===== src/rtl/t03_dcache_ctrl_if.sv =====
// CPU-side and memory-side handshake bundle for the direct-mapped data cache.
// The cache takes the slave view; the CPU/memory environment takes the master view.
interface t03_dcache_ctrl_if #(
  parameter int DATA_W = 32,
  parameter int ADDR_W = 32
);
  logic              cpu_read;
  logic              cpu_write;
  logic [ADDR_W-1:0] cpu_addr;
  logic [DATA_W-1:0] cpu_wdata;
  logic [DATA_W-1:0] cpu_rdata;
  logic              cpu_ready;
  logic              hit;
  logic              mem_read;
  logic              mem_write;
  logic [ADDR_W-1:0] mem_addr;
  logic [DATA_W-1:0] mem_wdata;
  logic [DATA_W-1:0] mem_rdata;
  logic              mem_ack;

  modport slave (
    input  cpu_read, cpu_write, cpu_addr, cpu_wdata, mem_rdata, mem_ack,
    output cpu_rdata, cpu_ready, hit, mem_read, mem_write, mem_addr, mem_wdata
  );

  modport master (
    output cpu_read, cpu_write, cpu_addr, cpu_wdata, mem_rdata, mem_ack,
    input  cpu_rdata, cpu_ready, hit, mem_read, mem_write, mem_addr, mem_wdata
  );
endinterface


===== src/rtl/t03_dcache_ctrl.sv =====
// Direct-mapped, write-through, no-write-allocate data cache controller with
// one-word lines, single-cycle flush and saturating hit/miss counters.
module t03_dcache_ctrl #(
  parameter int DATA_W    = 32,
  parameter int ADDR_W    = 32,
  parameter int NUM_LINES = 8,
  parameter int CNT_W     = 16
) (
  input  logic             clk,
  input  logic             nrst,
  input  logic             flush,
  output logic [CNT_W-1:0] hit_count,
  output logic [CNT_W-1:0] miss_count,
  t03_dcache_ctrl_if.slave bus
);
  localparam int IDX_W = $clog2(NUM_LINES);
  localparam int TAG_W = ADDR_W - IDX_W - 2;

  typedef enum logic [1:0] {IDLE, FILL, WRITE, FLUSH} state_e;

  state_e                state_q, state_d;
  logic [NUM_LINES-1:0]  valid_q, valid_d;
  logic [TAG_W-1:0]      tag_q  [NUM_LINES];
  logic [DATA_W-1:0]     data_q [NUM_LINES];
  logic                  mem_read_q, mem_read_d;
  logic                  mem_write_q, mem_write_d;
  logic [ADDR_W-1:0]     mem_addr_q, mem_addr_d;
  logic [DATA_W-1:0]     mem_wdata_q, mem_wdata_d;
  logic [CNT_W-1:0]      hit_cnt_q, hit_cnt_d;
  logic [CNT_W-1:0]      miss_cnt_q, miss_cnt_d;

  logic [IDX_W-1:0]  idx, l_idx;
  logic [TAG_W-1:0]  tag, l_tag;
  logic              hit_c, l_hit;
  logic              arr_we;
  logic [DATA_W-1:0] arr_data;
  logic              ready_c;
  logic [DATA_W-1:0] rdata_c;
  logic              hit_inc, miss_inc;
  logic              unused_addr_lsb;

  assign idx   = bus.cpu_addr[IDX_W+1:2];
  assign tag   = bus.cpu_addr[ADDR_W-1:IDX_W+2];
  assign hit_c = valid_q[idx] && (tag_q[idx] == tag);

  // In FILL/WRITE the line is addressed from the latched request, not the live bus.
  assign l_idx = mem_addr_q[IDX_W+1:2];
  assign l_tag = mem_addr_q[ADDR_W-1:IDX_W+2];
  assign l_hit = valid_q[l_idx] && (tag_q[l_idx] == l_tag);

  assign unused_addr_lsb = ^bus.cpu_addr[1:0];

  always_comb begin
    state_d     = state_q;
    valid_d     = valid_q;
    mem_read_d  = mem_read_q;
    mem_write_d = mem_write_q;
    mem_addr_d  = mem_addr_q;
    mem_wdata_d = mem_wdata_q;
    arr_we      = 1'b0;
    arr_data    = bus.mem_rdata;
    ready_c     = 1'b0;
    rdata_c     = '0;
    hit_inc     = 1'b0;
    miss_inc    = 1'b0;
    unique case (state_q)
      IDLE: begin
        if (flush) begin
          state_d = FLUSH;
        end else if (bus.cpu_write) begin
          mem_addr_d  = {bus.cpu_addr[ADDR_W-1:2], 2'b00};
          mem_wdata_d = bus.cpu_wdata;
          mem_write_d = 1'b1;
          miss_inc    = !hit_c;
          state_d     = WRITE;
        end else if (bus.cpu_read) begin
          if (hit_c) begin
            ready_c = 1'b1;
            rdata_c = data_q[idx];
            hit_inc = 1'b1;
          end else begin
            mem_addr_d = {bus.cpu_addr[ADDR_W-1:2], 2'b00};
            mem_read_d = 1'b1;
            miss_inc   = 1'b1;
            state_d    = FILL;
          end
        end
      end
      FILL: begin
        if (bus.mem_ack) begin
          arr_we         = 1'b1;
          valid_d[l_idx] = 1'b1;
          ready_c        = 1'b1;
          rdata_c        = bus.mem_rdata;
          mem_read_d     = 1'b0;
          state_d        = IDLE;
        end
      end
      WRITE: begin
        if (bus.mem_ack) begin
          arr_we      = l_hit;
          arr_data    = mem_wdata_q;
          ready_c     = 1'b1;
          mem_write_d = 1'b0;
          state_d     = IDLE;
        end
      end
      FLUSH: begin
        valid_d = '0;
        state_d = IDLE;
      end
      default: state_d = IDLE;
    endcase
    hit_cnt_d  = (hit_inc  && hit_cnt_q  != '1) ? hit_cnt_q  + CNT_W'(1) : hit_cnt_q;
    miss_cnt_d = (miss_inc && miss_cnt_q != '1) ? miss_cnt_q + CNT_W'(1) : miss_cnt_q;
  end

  always_ff @(posedge clk or negedge nrst) begin
    if (!nrst) begin
      state_q     <= IDLE;
      valid_q     <= '0;
      mem_read_q  <= 1'b0;
      mem_write_q <= 1'b0;
      mem_addr_q  <= '0;
      mem_wdata_q <= '0;
      hit_cnt_q   <= '0;
      miss_cnt_q  <= '0;
    end else begin
      state_q     <= state_d;
      valid_q     <= valid_d;
      mem_read_q  <= mem_read_d;
      mem_write_q <= mem_write_d;
      mem_addr_q  <= mem_addr_d;
      mem_wdata_q <= mem_wdata_d;
      hit_cnt_q   <= hit_cnt_d;
      miss_cnt_q  <= miss_cnt_d;
    end
  end

  // Tag/data need no reset: valid gates them, and reset forces IDLE so arr_we stays low.
  always_ff @(posedge clk) begin
    if (arr_we) begin
      tag_q[l_idx]  <= l_tag;
      data_q[l_idx] <= arr_data;
    end
  end

  assign bus.hit       = hit_c;
  assign bus.cpu_ready = ready_c;
  assign bus.cpu_rdata = rdata_c;
  assign bus.mem_read  = mem_read_q;
  assign bus.mem_write = mem_write_q;
  assign bus.mem_addr  = mem_addr_q;
  assign bus.mem_wdata = mem_wdata_q;
  assign hit_count     = hit_cnt_q;
  assign miss_count    = miss_cnt_q;
endmodule


===== src/flat_wrapper.sv =====
// flat-port wrapper written by rule: the top's interface ports become plain ports
module t03_dcache_ctrl_flat 
#(
  parameter int DATA_W    = 32,
  parameter int ADDR_W    = 32,
  parameter int NUM_LINES = 8,
  parameter int CNT_W     = 16
)
  (clk, nrst, flush, hit_count, miss_count, bus_cpu_read, bus_cpu_write, bus_cpu_addr, bus_cpu_wdata, bus_mem_rdata, bus_mem_ack, bus_cpu_rdata, bus_cpu_ready, bus_hit, bus_mem_read, bus_mem_write, bus_mem_addr, bus_mem_wdata);
  t03_dcache_ctrl_if #(.DATA_W(DATA_W), .ADDR_W(ADDR_W)) bus_i ();
  input  logic clk;
  input  logic nrst;
  input  logic flush;
  output logic [CNT_W-1:0] hit_count;
  output logic [CNT_W-1:0] miss_count;
  input wire logic [$bits(bus_i.cpu_read)-1:0] bus_cpu_read;
  input wire logic [$bits(bus_i.cpu_write)-1:0] bus_cpu_write;
  input wire logic [$bits(bus_i.cpu_addr)-1:0] bus_cpu_addr;
  input wire logic [$bits(bus_i.cpu_wdata)-1:0] bus_cpu_wdata;
  input wire logic [$bits(bus_i.mem_rdata)-1:0] bus_mem_rdata;
  input wire logic [$bits(bus_i.mem_ack)-1:0] bus_mem_ack;
  output wire logic [$bits(bus_i.cpu_rdata)-1:0] bus_cpu_rdata;
  output wire logic [$bits(bus_i.cpu_ready)-1:0] bus_cpu_ready;
  output wire logic [$bits(bus_i.hit)-1:0] bus_hit;
  output wire logic [$bits(bus_i.mem_read)-1:0] bus_mem_read;
  output wire logic [$bits(bus_i.mem_write)-1:0] bus_mem_write;
  output wire logic [$bits(bus_i.mem_addr)-1:0] bus_mem_addr;
  output wire logic [$bits(bus_i.mem_wdata)-1:0] bus_mem_wdata;
  assign bus_i.cpu_read = bus_cpu_read;
  assign bus_i.cpu_write = bus_cpu_write;
  assign bus_i.cpu_addr = bus_cpu_addr;
  assign bus_i.cpu_wdata = bus_cpu_wdata;
  assign bus_i.mem_rdata = bus_mem_rdata;
  assign bus_i.mem_ack = bus_mem_ack;
  assign bus_cpu_rdata = bus_i.cpu_rdata;
  assign bus_cpu_ready = bus_i.cpu_ready;
  assign bus_hit = bus_i.hit;
  assign bus_mem_read = bus_i.mem_read;
  assign bus_mem_write = bus_i.mem_write;
  assign bus_mem_addr = bus_i.mem_addr;
  assign bus_mem_wdata = bus_i.mem_wdata;
  t03_dcache_ctrl #(.DATA_W(DATA_W), .ADDR_W(ADDR_W), .NUM_LINES(NUM_LINES), .CNT_W(CNT_W)) u_core (.clk(clk), .nrst(nrst), .flush(flush), .hit_count(hit_count), .miss_count(miss_count), .bus(bus_i));
endmodule

===== config.mk =====
export PLATFORM = sky130hd
export DESIGN_NAME = t03_dcache_ctrl_flat
export DESIGN_NICKNAME = d
export VERILOG_FILES = /design/src/rtl/t03_dcache_ctrl_if.sv /design/src/rtl/t03_dcache_ctrl.sv /design/src/flat_wrapper.sv
export SDC_FILE = /design/constraint.sdc
export NUM_CORES = 1
export LEC_CHECK = 0
export CORE_ASPECT_RATIO = 0.75
export CORE_MARGIN = 3
export CORE_UTILIZATION = 52
export DETAILED_ROUTE_END_ITERATION = 7
export GPL_TIMING_DRIVEN = 1
export PLACE_DENSITY_LB_ADDON = 0.1
export SLEW_MARGIN = 20
export SYNTH_ARGS = -nofsm -noshare
export SYNTH_HDL_FRONTEND = slang
export SYNTH_SLANG_ARGS = --single-unit

===== constraint.sdc =====
create_clock -name clk -period 5.5 [get_ports clk]
set_clock_uncertainty 0.1 [all_clocks]
set_input_delay 0.825 -clock clk [delete_from_list [all_inputs] [get_ports clk]]
set_output_delay 0.825 -clock clk [all_outputs]
set_load 0.1 [all_outputs]

## Word level (Yosys, flattened, before mapping)

Memories as Yosys holds them, arrays and structs flattened.
Cells that the tools add are included.

| cells by class | value |
|---|---|
| add/sub/neg operators | 2 |
| $lt $le $gt $ge | 3 |
| equal/unequal tests | 18 |
| mux-type cells | 50 |
| bitwise logic cells | 2 |
| reduce and logical (&&, ||, !) cells | 18 |

Operators with widths:

| operator | count |
|---|---|
| 32-bit two-way mux | 10 |
| 32-bit one-hot mux with 2 select lines | 1 |
| 27-bit equality test | 2 |
| 16-bit by 1-bit adder with 16-bit output, second input constant | 2 |
| 16-bit != test, second input constant | 2 |
| 1-bit two-way mux | 24 |
| 2-bit != test, second input constant | 8 |
| 8-bit one-hot mux with 2 select lines | 1 |
| 2-bit two-way mux | 5 |
| 3-bit by 4-bit less-than comparator with 1-bit output, second input constant | 2 |
| 8-bit two-way mux | 1 |
| 4-bit != test, second input constant | 2 |
| 8-bit OR | 1 |
| 1-bit one-hot mux with 2 select lines | 4 |
| 4-bit AND reduction | 2 |
| 2-bit nonzero test | 4 |
| 1-bit binary-select mux with 3-bit select | 2 |
| 2-bit one-hot mux with 3 select lines | 1 |
| 3-bit AND reduction | 2 |
| 6-bit AND reduction | 1 |
| 1-bit logical AND | 5 |
| 2-bit equality test, second input constant | 2 |
| 1-bit demux with 3-bit select | 1 |
| 3-bit by 1-bit greater-or-equal comparator with 1-bit output, second input constant | 1 |
| other kinds (7) | 7 |

| word-level totals | value |
|---|---|
| register bits after elaboration | 108 |
| memory bits (writable) | 472 |
| output and inout port bits | 132 |
| word-level logic and storage cells | 103 |
| memories kept | 2 |

Memory list:

| memory | words | bits a word | read ports | clocked after Yosys merged registers in | write ports | line | RTL |
|---|---|---|---|---|---|---|---|
| u_core.data_q | 8 | 32 | 1 | 0 | 1 | t03_dcache_ctrl.sv:24 | `logic [DATA_W-1:0] data_q [NUM_LINES];` |
| u_core.tag_q | 8 | 27 | 2 | 0 | 1 | t03_dcache_ctrl.sv:23 | `logic [TAG_W-1:0] tag_q [NUM_LINES];` |

## Depth between registers and ports, before layout

| depth | value |
|---|---|
| depth after elaboration | 9 |
| depth in mapped cells | 13 |
| mapped depth without buffers | 8 |

## Least setup slack after synthesis

OpenSTA, ideal clock, no wires.

| path | value |
|---|---|
| path kind | flip-flop to flip-flop |
| start | register u_core.mem_addr_q[3], in the netlist u_core.bus.mem_addr[3] |
| end | memory u_core.data_q[4][0], enable pin |
| arrival | 5.957 ns |
| data required time | 4.917 ns |
| path slack | -1.040 ns |
| cell stages (with the launch flop) | 12 |
| path buffers | 3 |
| cells stage by stage | dfrtp_1 buf_2 buf_2 buf_1 mux2_2 a221oi_1 o22ai_1 xnor2_1 nand4_1 nor4_1 a41oi_1 nor2b_1 |

| on the way | value |
|---|---|
| longest elaborated chain between the ends | 7 |
| elaborated cells between the ends (all ways) | 9 |

Ends and longest elaborated chain:

| what | line | RTL |
|---|---|---|
| start, declared | t03_dcache_ctrl.sv:27 | `logic [ADDR_W-1:0] mem_addr_q, mem_addr_d;` |
| start signal, assigned | t03_dcache_ctrl.sv:133 | `mem_addr_q <= mem_addr_d;` |
| memory read 8 x 27 bit / 1-bit binary-select mux with 3-bit select (equally long branches) | - |  |
| 27-bit equality test / 1-bit two-way mux (equally long branches) | t03_dcache_ctrl.sv:49 | `assign l_hit = valid_q[l_idx] && (tag_q[l_idx] == l_tag);` |
| 1-bit logical AND | t03_dcache_ctrl.sv:49 |  |
| 1-bit two-way mux | t03_dcache_ctrl.sv:100 | `if (bus.mem_ack) begin` |
| 1-bit one-hot mux with 2 select lines | t03_dcache_ctrl.sv:66 | `unique case (state_q)` |
| 1-bit two-way mux | t03_dcache_ctrl.sv:142 | `if (arr_we) begin` |
| 1-bit two-way mux (not written as such) | t03_dcache_ctrl.sv:144 | `data_q[l_idx] <= arr_data;` |
| end, declared | t03_dcache_ctrl.sv:24 |  |

Several ways; a longest one is shown, not always the timed one. The select of a mux whose other input is x is not followed.

## Final worst setup path

| path | value |
|---|---|
| start | input bus_cpu_addr[3] |
| end | output bus_cpu_rdata[21] |

| on the way | value |
|---|---|
| longest elaborated chain between the ends | 8 |
| elaborated cells between the ends (all ways) | 11 |

Ends and longest elaborated chain:

| what | line | RTL |
|---|---|---|
| start, declared | flat_wrapper.sv:18 | `input wire logic [$bits(bus_i.cpu_addr)-1:0] bus_cpu_addr;` |
| memory read 8 x 27 bit / 1-bit binary-select mux with 3-bit select (equally long branches) | - |  |
| 27-bit equality test / 1-bit two-way mux (equally long branches) | t03_dcache_ctrl.sv:44 | `assign hit_c = valid_q[idx] && (tag_q[idx] == tag);` |
| 1-bit logical AND | t03_dcache_ctrl.sv:44 |  |
| 32-bit two-way mux (*) | t03_dcache_ctrl.sv:77 | `if (hit_c) begin` |
| 32-bit two-way mux (*) | t03_dcache_ctrl.sv:76 | `end else if (bus.cpu_read) begin` |
| 32-bit two-way mux (*) | t03_dcache_ctrl.sv:70 | `end else if (bus.cpu_write) begin` |
| 32-bit two-way mux (*) | t03_dcache_ctrl.sv:68 | `if (flush) begin` |
| 32-bit one-hot mux with 2 select lines (*) | t03_dcache_ctrl.sv:66 |  |
| end, declared | flat_wrapper.sv:22 | `output wire logic [$bits(bus_i.cpu_rdata)-1:0] bus_cpu_rdata;` |

Mark *: on every way between the ends. The rest lies on a longest branch, timed or not. The select of a mux whose other input is x is not followed.

==> impl_results.md <==
* Worst setup path class: in2out
* Cell variety after synth at 64
* Final min period at between 5 and 6 ns
* Post-synth top cells: 472 x edfxtp_1, 111 x mux2_2, 106 x dfrtp_1
* Setup Buffers After CTS at 0
* Die Area at ~0.051 mm²
* Count leader, synth: edfxtp_1
* CTS tree: done
* Critical Path End Type: output pin
* Avg Inst Size Synth at approximately 17 µm²
* Initial DRC Count at 1842
* Top cell type's share of synthesized area at a little under three fifths
* Slew margin rel. at 27.3%
* WP data arrival at 4.17 ns
* DRC errors left at 0
* Tightest Pin Transition at 1.09 ns
* Reg-to-reg startpoint: u_core.bus.mem_addr[3]$_DFFE_PN0P_
* Synthesis Warnings at 0
* Die Ht at 197 µm
* H-tree levels at 2
* Starting Density at between 50% and 60%
* Area leader, netlist: edfxtp_1
* Root buffer cell: clkbuf_16
* Worst-path clk slew at roughly 0.06 ns
* GRT Overall Usage at 25.2%
* PortBufs at 229
* Final Hold Vio Count at 0
* Hold-fix buffers, CTS at 0
* Total CTS buffers at 55
* Final #Nets at 1891
* Min-Delay Path Class: in2async
* Yosys reg bits at 578
* Vias per cell at 6.26
* Post-synthesis instance total at 1518
* Resized Gates After CTS at 0
* Top cells by area, synth: edfxtp_1 56%, dfrtp_1 10%, mux4_2 8.5%, mux2_2 4.9%, mux2i_1 4.1%
* WL per Instance at 26.4 µm
* Ports at 234
* Post-synth top flop: edfxtp_1
* PD cells at 510 mW/mm²
* RSZ-0062 raised after global routing: no
* Die X at 261 µm
* Clk sink count at just under 600
* Hold_ws at 0.264 ns
* Maxcap violations at 0
* Post-synthesis async set-or-reset flop share at 18.3%
* Part of the cycle the worst path needs at 92.7%
* Crit path from: bus_cpu_addr[3]
* Post-detail-place hpwl at 40600 µm
* Cell Area, Synth at 0.0253 mm²
* Setup tns final at 0 ns
* Gpl congestion at 0.859
* Slew Viols, Final at 0
* Global route overflow at 0
* Total wire length at approximately 65000 µm
* Core Rows at 69
* Sequential area share after synthesis at between 60% and 70%
* Vias in the first global route at 15400
* Antenna Nets Post-Route at 0
* Number of synthesized flops with an enable pin at 472
* Leak at 0.0109 µW
* First-pass GRT wire length at 96900 µm
* FMAX at 196 MHz
* Drt pass-1 iters at 5
* Core box area at 0.0477 mm²
* Area Growth Syn to Fin at 22.1%
* Outcome: finished clean
* Maximum VDD drop at 0.408 mV
* Worst skew pair latency at slightly below 0.6 ns
* DR vias at 15400
* Clk buf depth at 3
* Antenna diodes at 0
* Worst reg-to-reg setup slack at 0.81 ns
* Share of cells above drive strength 1 at 23.6%
* Critical path required time at 4.58 ns
* Largest net degree at the start of global routing at 60
* Filler Cell Count at 3357
* Initial antenna violation count at 1
* Final setup viols at 0
* Worst Path Max Fanout at 48
* Crit start category: input pin
flip-flops by register name (all words and copies together), names as in the netlist:
| name | cells |
|---|---|
| u_core.bus.mem_addr | 30 |
| u_core.bus.mem_read | 1 |
| u_core.bus.mem_wdata | 32 |
| u_core.bus.mem_write | 1 |
| u_core.data_q | 256 |
| u_core.hit_count | 16 |
| u_core.miss_count | 16 |
| u_core.state_q | 2 |
| u_core.tag_q | 216 |
| u_core.valid_q | 8 |
through the flow:
stage               utilization (%)  worst slack (ns)  std cells  area (µm²)  total power [µW]
finish                         64.8             0.402       2469       30900             15800
CTS                            64.8             0.482       2469       30900             15800
global placement               60.9             0.485       2365       29100             11800
detailed placement             60.9             0.481       2365       29100             11900
floorplan                         -             -1.04       1519       25300              9980
global route                   64.8             0.291       2469       30900             16300
critical path, cell delays in order:
cell       delay [ns]
buf_4            0.37
buf_4            0.38
mux2_2           0.38
o2bb2ai_1        0.19
or3_1            0.13
nand4_1          0.19
nor4_2           0.62
nand4_2          0.22
buf_12           0.26
o21ai_1          0.33
buf_12           0.22
cell families after synthesis:
kind of cell	after synthesis	share of synthesized area [%]
other	1	0.0148
xor gates and xnor gates	61	2.14
AOI/OAI and AO/OA	203	5.64
adders and majority gates	6	0.296
muxes	319	17.9
DFF	578	66.4
and+or+nand+nor	247	5.58
buffers and inverters	103	1.94
report_power, final:
part / total [µW] / leakage [µW] / switching (µW) / internal [µW]
registers: 6090 / 0.00556 / 577 / 5510
clock network: 3900 / 0.000921 / 1640 / 2260
logic: 5780 / 0.00440 / 4000 / 1780
total: 15800 / 0.0109 / 6210 / 9550
area by class of cell:
| class | instances | area, µm² | share of cell area (%) |
|---|---|---|---|
| clock inverter | 36 | 397 | 1.28 |
| tap | 639 | 800 | 2.59 |
| sequential | 578 | 16800 | 54.4 |
| inverter | 11 | 41.3 | 0.134 |
| multi-input combinational | 838 | 8100 | 26.2 |
| clock buffer | 68 | 1460 | 4.71 |
| timing repair buffer | 299 | 3290 | 10.7 |
path summary, 6_finish.rpt:
path,cells after the start,endpoint
worst max-delay path,11,bus_cpu_rdata[21]
max in group asynchronous,2,u_core.bus.mem_wdata[11]$_DFFE_PN0P_
worst min-delay path,1,u_core.bus.mem_addr[5]$_DFFE_PN0P_
min in group clk,1,u_core.miss_count[6]$_DFFE_PN0P_
worst max register to register,12,u_core.tag_q[7][14]$_DFFE_PP_
worst min register to register,1,u_core.miss_count[6]$_DFFE_PN0P_
metal layers:
layer | vias to the layer above | share of wire (%) | wire length (µm) | track usage (%)
li1 | 6648 | - | - | -
met1 | 7956 | 44 | 28500 | 38.4
met2 | 727 | 45 | 29600 | 37.8
met3 | 114 | 8.7 | 5700 | 5.05
met4 | 2 | 2.2 | 1450 | 6.17
met5 | - | 0.020 | 13 | 0
placed cells by master (no fill, tap or decap), types with 9 or more instances in the layout:
cell             count
mux2_2             111
o21ai_1             33
mux2i_1            104
nand2_1             63
nand4_1             21
dfrtp_1            104
buf_4               61
nand3_1             25
a22oi_1             70
clkbuf_1            10
inv_1               10
o22ai_1             10
mux4_2              96
or3_1                9
a21oi_1             12
edfxtp_1           472
clkbuf_16           55
nor3_1              17
o21ai_0             14
xor2_1              34
a221oi_1            16
a22o_1              21
clkinv_2            19
nor2_1              20
nor4_1               9
clkdlybuf4s50_1    191
and3_1              11
xnor2_1             26
buf_12              45
Power figures use the tool's default switching activity.
